--- src/rtl/alu_sched_pkg.sv ---
// Shared types and default widths for the shared-ALU scheduler.
// Imported by alu_core and alu_share_sched.
package alu_sched_pkg;

    localparam int DATA_W_DEF = 4;
    localparam int RES_W_DEF  = 8;

    typedef enum logic [1:0] {
        F_ADD  = 2'd0,
        F_MUL  = 2'd1,
        F_SHL  = 2'd2,
        F_HOLD = 2'd3
    } func_t;

    typedef enum logic [1:0] {
        IDLE = 2'd0,
        EXEC = 2'd1,
        RESP = 2'd2
    } state_t;

endpackage

--- src/rtl/alu_core.sv ---
// Combinational add/multiply/shift ALU shared by both accumulator contexts.
// HOLD passes B through; the caller substitutes the full accumulator.
module alu_core
    import alu_sched_pkg::*;
#(
    parameter int DATA_W = DATA_W_DEF,
    parameter int RES_W  = RES_W_DEF
) (
    input  func_t             func_i,
    input  logic [DATA_W-1:0] a_i,
    input  logic [DATA_W-1:0] b_i,
    output logic [RES_W-1:0]  result_o
);

    logic [RES_W-1:0] a_ext;
    logic [RES_W-1:0] b_ext;

    assign a_ext = RES_W'(a_i);
    assign b_ext = RES_W'(b_i);

    always_comb begin
        result_o = '0;
        unique case (func_i)
            F_ADD:   result_o = a_ext + b_ext;
            F_MUL:   result_o = a_ext * b_ext;
            // Shifting the whole accumulator width or more clears it.
            F_SHL:   result_o = (32'(a_i) >= RES_W) ? '0 : (b_ext << a_i);
            default: result_o = b_ext;
        endcase
    end

endmodule

--- src/rtl/alu_share_sched.sv ---
// Two-requester scheduler sharing one ALU, each with a private accumulator.
// Define ALU_SCHED_FIXED_PRIO_EN for fixed priority (requester 0 wins ties).
module alu_share_sched
    import alu_sched_pkg::*;
#(
    parameter int DATA_W = DATA_W_DEF,
    parameter int RES_W  = RES_W_DEF
) (
    input  logic                Clock,
    input  logic                Reset_b,
    input  logic [1:0]          req_valid,
    output logic [1:0]          req_ready,
    input  logic [3:0]          req_func,
    input  logic [2*DATA_W-1:0] req_data,
    output logic                rsp_valid,
    input  logic                rsp_ready,
    output logic                rsp_id,
    output logic [RES_W-1:0]    rsp_result,
    output logic                busy
);

    state_t            state_q, state_d;
    logic              id_q;
    func_t             func_q;
    logic [DATA_W-1:0] data_q;
    logic [RES_W-1:0]  acc_q [2];
    logic              rsp_id_q;
    logic [RES_W-1:0]  rsp_result_q;

    logic              grant;
    logic              accept;
    logic [1:0]        sel_func;
    logic [DATA_W-1:0] sel_data;
    logic [RES_W-1:0]  alu_res;
    logic [RES_W-1:0]  new_acc;

`ifdef ALU_SCHED_FIXED_PRIO_EN
    assign grant = ~req_valid[0];
`else
    logic last_q;

    // On a tie the requester not served last time wins.
    assign grant = (&req_valid) ? ~last_q : ~req_valid[0];

    always_ff @(posedge Clock or negedge Reset_b) begin
        if (!Reset_b) begin
            last_q <= 1'b1;
        end else if (accept) begin
            last_q <= grant;
        end
    end
`endif

    assign accept   = (state_q == IDLE) && (|req_valid);
    assign sel_func = grant ? req_func[3:2] : req_func[1:0];
    assign sel_data = grant ? req_data[2*DATA_W-1:DATA_W]
                            : req_data[DATA_W-1:0];

    always_comb begin
        req_ready = '0;
        if (accept) begin
            req_ready[grant] = 1'b1;
        end
    end

    alu_core #(
        .DATA_W (DATA_W),
        .RES_W  (RES_W)
    ) u_alu (
        .func_i   (func_q),
        .a_i      (data_q),
        .b_i      (acc_q[id_q][DATA_W-1:0]),
        .result_o (alu_res)
    );

    assign new_acc = (func_q == F_HOLD) ? acc_q[id_q] : alu_res;

    always_comb begin
        state_d = state_q;
        unique case (state_q)
            IDLE:    if (accept)    state_d = EXEC;
            EXEC:                   state_d = RESP;
            RESP:    if (rsp_ready) state_d = IDLE;
            default:                state_d = IDLE;
        endcase
    end

    always_ff @(posedge Clock or negedge Reset_b) begin
        if (!Reset_b) begin
            state_q      <= IDLE;
            id_q         <= 1'b0;
            func_q       <= F_ADD;
            data_q       <= '0;
            acc_q[0]     <= '0;
            acc_q[1]     <= '0;
            rsp_id_q     <= 1'b0;
            rsp_result_q <= '0;
        end else begin
            state_q <= state_d;
            if (accept) begin
                id_q   <= grant;
                func_q <= func_t'(sel_func);
                data_q <= sel_data;
            end
            if (state_q == EXEC) begin
                acc_q[id_q]  <= new_acc;
                rsp_id_q     <= id_q;
                rsp_result_q <= new_acc;
            end
        end
    end

    assign rsp_valid  = (state_q == RESP);
    assign rsp_id     = rsp_id_q;
    assign rsp_result = rsp_result_q;
    assign busy       = (state_q != IDLE);

endmodule

--- config.mk ---
export PLATFORM = sky130hd
export DESIGN_NAME = alu_share_sched
export DESIGN_NICKNAME = d
export VERILOG_FILES = /design/src/rtl/alu_sched_pkg.sv /design/src/rtl/alu_core.sv /design/src/rtl/alu_share_sched.sv
export SDC_FILE = /design/constraint.sdc
export NUM_CORES = 1
export LEC_CHECK = 0
export BUFFER_PORTS_ARGS = -buffer_cell sky130_fd_sc_hd__buf_2
export CELL_PAD_IN_SITES_DETAIL_PLACEMENT = 1
export CELL_PAD_IN_SITES_GLOBAL_PLACEMENT = 2
export CORE_MARGIN = 1.5
export CORE_UTILIZATION = 33
export CTS_CLUSTER_DIAMETER = 60
export DETAILED_ROUTE_END_ITERATION = 8
export PLACE_DENSITY = 0.79
export SLEW_MARGIN = 25
export SYNTH_ARGS = -nofsm -noshare
export SYNTH_HDL_FRONTEND = slang
export SYNTH_SLANG_ARGS = --single-unit
--- constraint.sdc ---
create_clock -name Clock -period 3.41 [get_ports Clock]
set_input_delay 0.341 -clock Clock [delete_from_list [all_inputs] [get_ports Clock]]
set_output_delay 0.341 -clock Clock [all_outputs]
set_load 0.01 [all_outputs]
==> flow_summary.toml, run 1 <==
[synthesis]
seq_area_frac_synth_pct = 36.7
ys_types = 46
netlist.area_leader.share_pct = 35.6
synth_flop_cell = "dfrtp_1"
avgSynthCellArea_sq_um = 9.41
synth-edff-count = 0
synth.top_cells.by_area = "dfrtp_1, ha_1, nand2_1"
ys_ff_latch = 35
syn_area_sq_mm = 0.00239
synthArstFlopShare_pct = 100
yosys.area.top_type = "dfrtp_1"
syn-num-nets = 293
ys_warn_count = 0
netlist_instances = 254
synth_commonest_cells = "dfrtp_1, nand2_1, inv_1, ha_1, o21ai_0"

[timing]
slew_headroom_pct = 47.6
finalCriticalPeriod_ps = 3340
tns_ps = 0
hold_viol = 0
drv_slew = 0
layout_setup_ws_ps = 72.4
finalSetupViolCount = 0
fmax_mhz = 300
fin_skew_ps = 11.5
grt_setup_unrepaired = "true"
min_period_over_period_pct = 97.9
worstMarginPinSlew_ps = 786

[worst_setup_path]
required_ps = 3590
start_kind = "flop"
worstPathMaxFanout = 6
crit_arrival_ps = 3520
crit_path_end_kind = "flop"
criticalPathCategory = "reg -> reg"

[final_layout]
drive_gt1_share_pct = 28.1
antenna_cells = 0
nets = 330
finalNonFillerCells = 388
final_core_util_pct = 42.5
areaGrowthSynthToFinish_pct = 22.7

[pwr]
power.leakage_uw = 0.00144
total_power_uw = 3180
peakVddDrop_mv = 0.445
power_density_mw_per_mm2 = 1090

[grt]
grt_pass1_vias = 2147
grt-ovfl-total = 0
grt_max_degree = 36
grt_pass1_wl_um = 10900
grt_antenna_before_repair = 0
grt_usage_pct = 18.8

[clock_network]
cts_setup_buffers = 0
worstSkewPairLatency_ps = 300
clk_pin_slew_worst_paths_ps = 80
cts_buffer_depth = 2
cts_sinks = 35
holdBufCountCts = 0
cts_made_buffers = 5
cts_tree = "built"
htreeDepth = 2
cts_root_buffer = "clkbuf_8"

[floorplanning]
ios = 30
initial_core_util_pct = 34.6
rows = 30
die_y_um = 88.1
fp.coreArea_sq_mm = 0.00691
fp.dieW_um = 88.1
fp.dieArea_sq_mm = 0.00777

[placement]
place_inst = 380
gp_congestion = 0.792
place_hpwl_um = 5240
io_buffer_count = 29
dp_worst_setup_slack_ps = -36.5

[routing]
routedWlPerCell_um = 17.5
drcViolationCount = 0
drt_iter0_markers = 80
vias = 2053
dr.pass1.iters = 5
post_drt_via_cell_ratio = 5.29
wl_um = 6800
ant_nets = 0

[flow_run]
cap_violations = 0

[min_path]
hold_class = "in -> async"

[run_status]
status = "completed"
layer usage:
| metal | global-route usage [%] | vias to the layer above | wire length, um |
|---|---|---|---|
| li1 | - | 980 | - |
| met1 | 24.8 | 1014 | 3110 |
| met2 | 31.5 | 47 | 3360 |
| met3 | 3.20 | 12 | 231 |
| met4 | 5.54 | 0 | 99 |
| met5 | 0 | - | 0 |
final cells by class:
type | count | area (sq um)
Sequential cell | 35 | 878
Tap cell | 96 | 120
Clock buffer | 5 | 68.8
Timing Repair Buffer | 44 | 258
Clock inverter | 3 | 43.8
Multi-Input combinational cell | 185 | 1490
Fill cell | 829 | 3970
Inverter | 20 | 75.1
final timing paths:
path	from	slack, ps	cells past startpoint	endpoint
min	Reset_b	120	1	acc_q[9]
min in group Clock	rsp_ready	220	2	state_q[1]
max in group asynchronous	Reset_b	2740	1	id_q
min reg2reg	acc_q[13]	490	2	acc_q[13]
max reg2reg	id_q	70	11	acc_q[6]
max	id_q	70	11	acc_q[6]
state kept, by name (all words and copies together), names as in the netlist:
signal,count
state_q,2
data_q,4
rsp_id,1
id_q,1
func_q,2
acc_q,16
rsp_result,8
last_q,1
cell usage in the layout (no fill, tap or decap), types with 5 or more instances in the layout:
master	instances
nand2b_1	5
a31oi_1	6
buf_2	29
ha_1	15
a21o_1	5
and3_1	5
nor2_1	11
mux2i_1	6
inv_1	18
dfrtp_1	33
o21ai_1	9
buf_4	15
nand2_1	34
a222oi_1	6
and2_1	10
a21oi_1	7
o21ai_0	12
clkbuf_8	5
worst max-delay path, stage by stage (launching register included):
cell and delay [ps]:
dfrtp_2 460, mux2_4 320, buf_4 160, and2_1 170
fa_1 590, ha_4 220, ha_4 240, nor2b_1 130
o21a_1 190, or4_4 460, a32oi_2 240, nand2_1 70
per-stage QoR:
stage | hold WS, ps | cell area [sq um]
floorplan | 45.4 | 2390
global route | 176 | 2930
finish | 121 | 2930
global placement | 456 | 2710
detailed placement | 470 | 2710
CTS | 152 | 2830
report_power, final:
group          switching (uW)  internal (uW)
logic                    1080            905
clock network             165            218
registers                 213            600
total                    1460           1720
cell families after synthesis:
family | count (synthesis) | share of synthesized area [%]
xor+xnor | 3 | 1.10
flops | 35 | 36.7
mux | 17 | 9.68
buf+inv | 34 | 5.70
compound gates | 66 | 18.3
fa+ha+maj | 22 | 13.1
simple gates | 77 | 15.5
repair_timing:
action	CTS	global route
pin swaps	0	10
resized for setup	3	21
endpoints found under the setup margin	9	14
gates cloned	0	0
hold endpoints to repair	0	0
No activity file was read; power rests on OpenSTA's default activity.
==> inputs of run 2 (changes only) <==
Settings changed: CORE_UTILIZATION 33 to 39, PLACE_DENSITY 0.79 to 0.88.
Clock period 3.41 ns to 3.85 ns, I/O delays scaled along.
==> flow_summary.toml, run 2 (synthesis results as in run 1) <==
[worst_setup_path]
worstPathMaxFanout = 7
crit_family = "adder cells"
cpMostUsedCell = "fa_1"
required_ps = 4020
critPathSlowestCell = "fa_1"
worstPathCellList = "mux2_4, nand2_1, fa_1, inv_1, fa_1, ha_1, a21o_1, a2111oi_0, nor2_1, a31oi_1, o21ai_0"
critPathBufInv = 1
start_kind = "flop"
criticalPathCategory = "reg -> reg"
crit_path_end_kind = "flop"
slowest_delay_ps = 560
crit_arrival_ps = 3710

[clock_network]
cts_buffer_depth = 2
cts_sinks = 35
htreeDepth = 2
worstSkewPairLatency_ps = 290
cts_setup_buffers = 0
clk_pin_slew_worst_paths_ps = 80
cts_made_buffers = 5
cts_root_buffer = "clkbuf_8"
cts_tree = "built"

[routing]
dr.pass1.iters = 6
routedWlPerCell_um = 17.8
vias = 2008
wl_um = 6330
post_drt_via_cell_ratio = 5.64
drcViolationCount = 0
drt_iter0_markers = 109
ant_nets = 0

[grt]
grt_pass1_vias = 2058
grt-ovfl-total = 0
grt_max_degree = 36
grt_pass1_wl_um = 10500
grt_usage_pct = 21.1
grt_antenna_before_repair = 0

[final_layout]
final_area_sq_mm = 0.00269
final_cell_mix = "nand2_1, dfrtp_1, buf_2, inv_1"
areaGrowthSynthToFinish_pct = 12.3
fill_cells = 722
drive_gt1_share_pct = 19.6
largest-register = "acc_q"
final_common_cell = "nand2_1"
nets = 319
largest_reg_flops = 16
antenna_cells = 0

[floorplanning]
fp.coreArea_sq_mm = 0.00592
fp.dieW_um = 81.3
initial_core_util_pct = 40.4
fp.dieArea_sq_mm = 0.00661
ios = 30
rows = 28
die_y_um = 81.3

[timing]
finalCriticalPeriod_ps = 3540
fmax_mhz = 282
tns_ps = 0
min_period_over_period_pct = 92.0
slew_headroom_pct = 45.8
worstMarginPinSlew_ps = 813
finalSetupViolCount = 0
grt_setup_unrepaired = "false"
fin_skew_ps = 6.72
drv_slew = 0
hold_viol = 0

[pwr]
power_density_mw_per_mm2 = 913
power.leakage_uw = 0.00136
peakVddDrop_mv = 0.369

[placement]
io_buffer_count = 29
dpl_cell_area_sq_mm = 0.00260
place_hpwl_um = 4820
gp_congestion = 0.806

[run_status]
status = "completed"

[min_path]
hold_class = "in -> async"

[flow_run]
cap_violations = 0
[run 2: through the flow]
step           power, uW  worst slack, ps  hold slack (ps)  instances  utilization (%)
2_1_floorplan       1750              634             89.4        254                -
3_3_place_gp        2130              347              458        348             43.9
3_5_place_dp        2190              247              466        348             43.9
4_1_cts             2480              217              220        356             45.3
5_1_grt             2680             89.9              246        356             45.4
6_report            2450              309              167        356             45.4
[run 2: layer usage]
layer / track usage (%) / vias up / part of all wire [%]
met2: 35.2 / 47 / 49
met3: 4.38 / 8 / 3.8
met1: 28.0 / 1001 / 47
li1: - / 952 / -
met5: 0 / - / 0
met4: 4.83 / 0 / 1.1
[run 2: layout make-up]
class	count	area, sq um	share of cell area [%]
Sequential cell	35	878	32.7
Tap cell	75	93.8	3.49
Clock inverter	2	12.5	0.466
Clock buffer	6	72.6	2.70
Multi-Input combinational cell	185	1380	51.3
Timing Repair Buffer	33	175	6.52
Inverter	20	75.1	2.80
[run 2: power by group]
part | total (uW) | switching, uW | internal (uW)
clock | 274 | 147 | 127
combinational | 1470 | 840 | 628
sequential | 710 | 178 | 532
total | 2450 | 1170 | 1290
[run 2: final timing paths]
check                      startpoint       endpoint  cells past startpoint  slack, ps
min                           Reset_b  rsp_result[7]                      1        170
max in group asynchronous     Reset_b           id_q                      1       3100
min reg2reg                    rsp_id         rsp_id                      2        480
max                              id_q      acc_q[13]                     11        310
min in group Clock          rsp_ready     state_q[1]                      2        270
max reg2reg                      id_q      acc_q[13]                     11        310
[run 2: timing repair]
action	CTS	global route
gates resized for setup	0	1
hold buffers	0	0
endpoints found under the hold margin	0	0
setup endpoints to repair	0	1
==> inputs of run 3 (changes only) <==
Settings changed: PLACE_DENSITY 0.88 to 0.91.
==> flow_summary.toml, run 3 (synthesis results as in run 1) <==
[final_layout]
nets = 319
largest-register = "acc_q"
finalNonFillerCells = 356
drive_gt1_share_pct = 19.6
final_cell_mix = "nand2_1, dfrtp_1, buf_2, inv_1"
final_common_cell = "nand2_1"
fill_cells = 689
largest_reg_flops = 16
antenna_cells = 0
areaGrowthSynthToFinish_pct = 12.3

[floorplanning]
ios = 30
initial_core_util_pct = 40.4
fp.coreArea_sq_mm = 0.00592
fp.dieArea_sq_mm = 0.00661
rows = 28
die_y_um = 81.3
fp.dieW_um = 81.3

[routing]
ant_nets = 0
dr.pass1.iters = 5
drcViolationCount = 0
vias = 2000
drt_iter0_markers = 140
wl_um = 6100
post_drt_via_cell_ratio = 5.62
routedWlPerCell_um = 17.1

[worst_setup_path]
startpoint = "id_q"
crit_arrival_ps = 3710
r2r-start = "id_q"
worstPathMaxFanout = 7
crit_path_end_kind = "flop"
start_kind = "flop"
criticalPathCategory = "reg -> reg"
required_ps = 4020

[timing]
hold_viol = 0
tns_ps = 0
worstMarginPinSlew_ps = 791
drv_slew = 0
fmax_mhz = 282
min_period_over_period_pct = 92.0
finalSetupViolCount = 0
finalCriticalPeriod_ps = 3540
grt_setup_unrepaired = "false"
fin_skew_ps = 5.97
slew_headroom_pct = 47.3

[clock_network]
cts_tree = "built"
cts_setup_buffers = 0
worstSkewPairLatency_ps = 290
htreeDepth = 2
clk_pin_slew_worst_paths_ps = 70
cts_made_buffers = 5
cts_root_buffer = "clkbuf_8"
cts_sinks = 35
cts_buffer_depth = 2

[placement]
place_inst = 348
place_hpwl_um = 4730
gp_congestion = 0.840
io_buffer_count = 29

[grt]
grt_max_degree = 36
grt_usage_pct = 20.7
grt-ovfl-total = 0
grt_antenna_before_repair = 0
grt_pass1_wl_um = 10300
grt_pass1_vias = 2048

[pwr]
peakVddDrop_mv = 0.348
power_density_mw_per_mm2 = 906
power.leakage_uw = 0.00136

[flow_run]
cap_violations = 0

[run_status]
status = "completed"

[min_path]
hold_class = "in -> async"
-- run 3: cell counts in the layout (fill, tap and decap cells not counted) --
No cell type changed its count.
-- run 3: critical path, cell delays in order (launching register included) --
cell,delay [ps]
dfrtp_2,490
mux2_4,270
nand2_1,90
fa_1,530
inv_1,60
fa_1,500
ha_1,330
a21o_1,200
a2111oi_1,450
nor2_1,120
a31oi_1,280
o21ai_0,130
-- run 3: cell type report --
| class | instances | area, sq um | area share (%) |
|---|---|---|---|
| clock buffer | 6 | 72.6 | 2.70 |
| clock inverter | 2 | 12.5 | 0.466 |
| inverter | 20 | 75.1 | 2.79 |
| multi-input combinational | 185 | 1380 | 51.3 |
| sequential | 35 | 878 | 32.7 |
| tap | 75 | 93.8 | 3.49 |
| timing repair buffer | 33 | 175 | 6.52 |
-- run 3: report_power, final --
part | internal (uW) | switching [uW] | total, uW
registers | 532 | 177 | 710
logic | 630 | 827 | 1460
clock network | 126 | 140 | 266
-- run 3: path summary, 6_finish.rpt --
path | to | slack (ps) | cells past startpoint
max | acc_q[13] | 310 | 11
min | rsp_result[5] | 170 | 1
max reg2reg | acc_q[13] | 310 | 11
min reg2reg | rsp_id | 470 | 2
max in group asynchronous | id_q | 3120 | 1
min in group Clock | state_q[1] | 280 | 2
-- run 3: per-stage QoR --
step                hold slack (ps)  cell area, sq um  power (uW)  setup slack, ps  util, %
finish                          171              2690        2430              308     45.4
detailed placement              459              2600        2170              219     43.9
global route                    227              2690        2670             77.7     45.4
floorplan                      89.4              2390        1750              634        -
CTS                             195              2680        2450              191     45.3
global placement                456              2600        2110              345     43.9
-- run 3: what timing repair did --
| item | 4_1_cts | 5_1_grt |
|---|---|---|
| resized for setup | 0 | 2 |
| setup endpoints to repair | 0 | 3 |
| hold buffers | 0 | 0 |
-- run 3: per-layer routing --
layer | GRT usage [%] | share of wire (%) | routed length (um)
met1 | 26.5 | 45 | 2760
met2 | 35.6 | 50 | 3060
met3 | 3.93 | 3.7 | 226
met4 | 5.17 | 0.98 | 60
met5 | 0 | 0 | 0
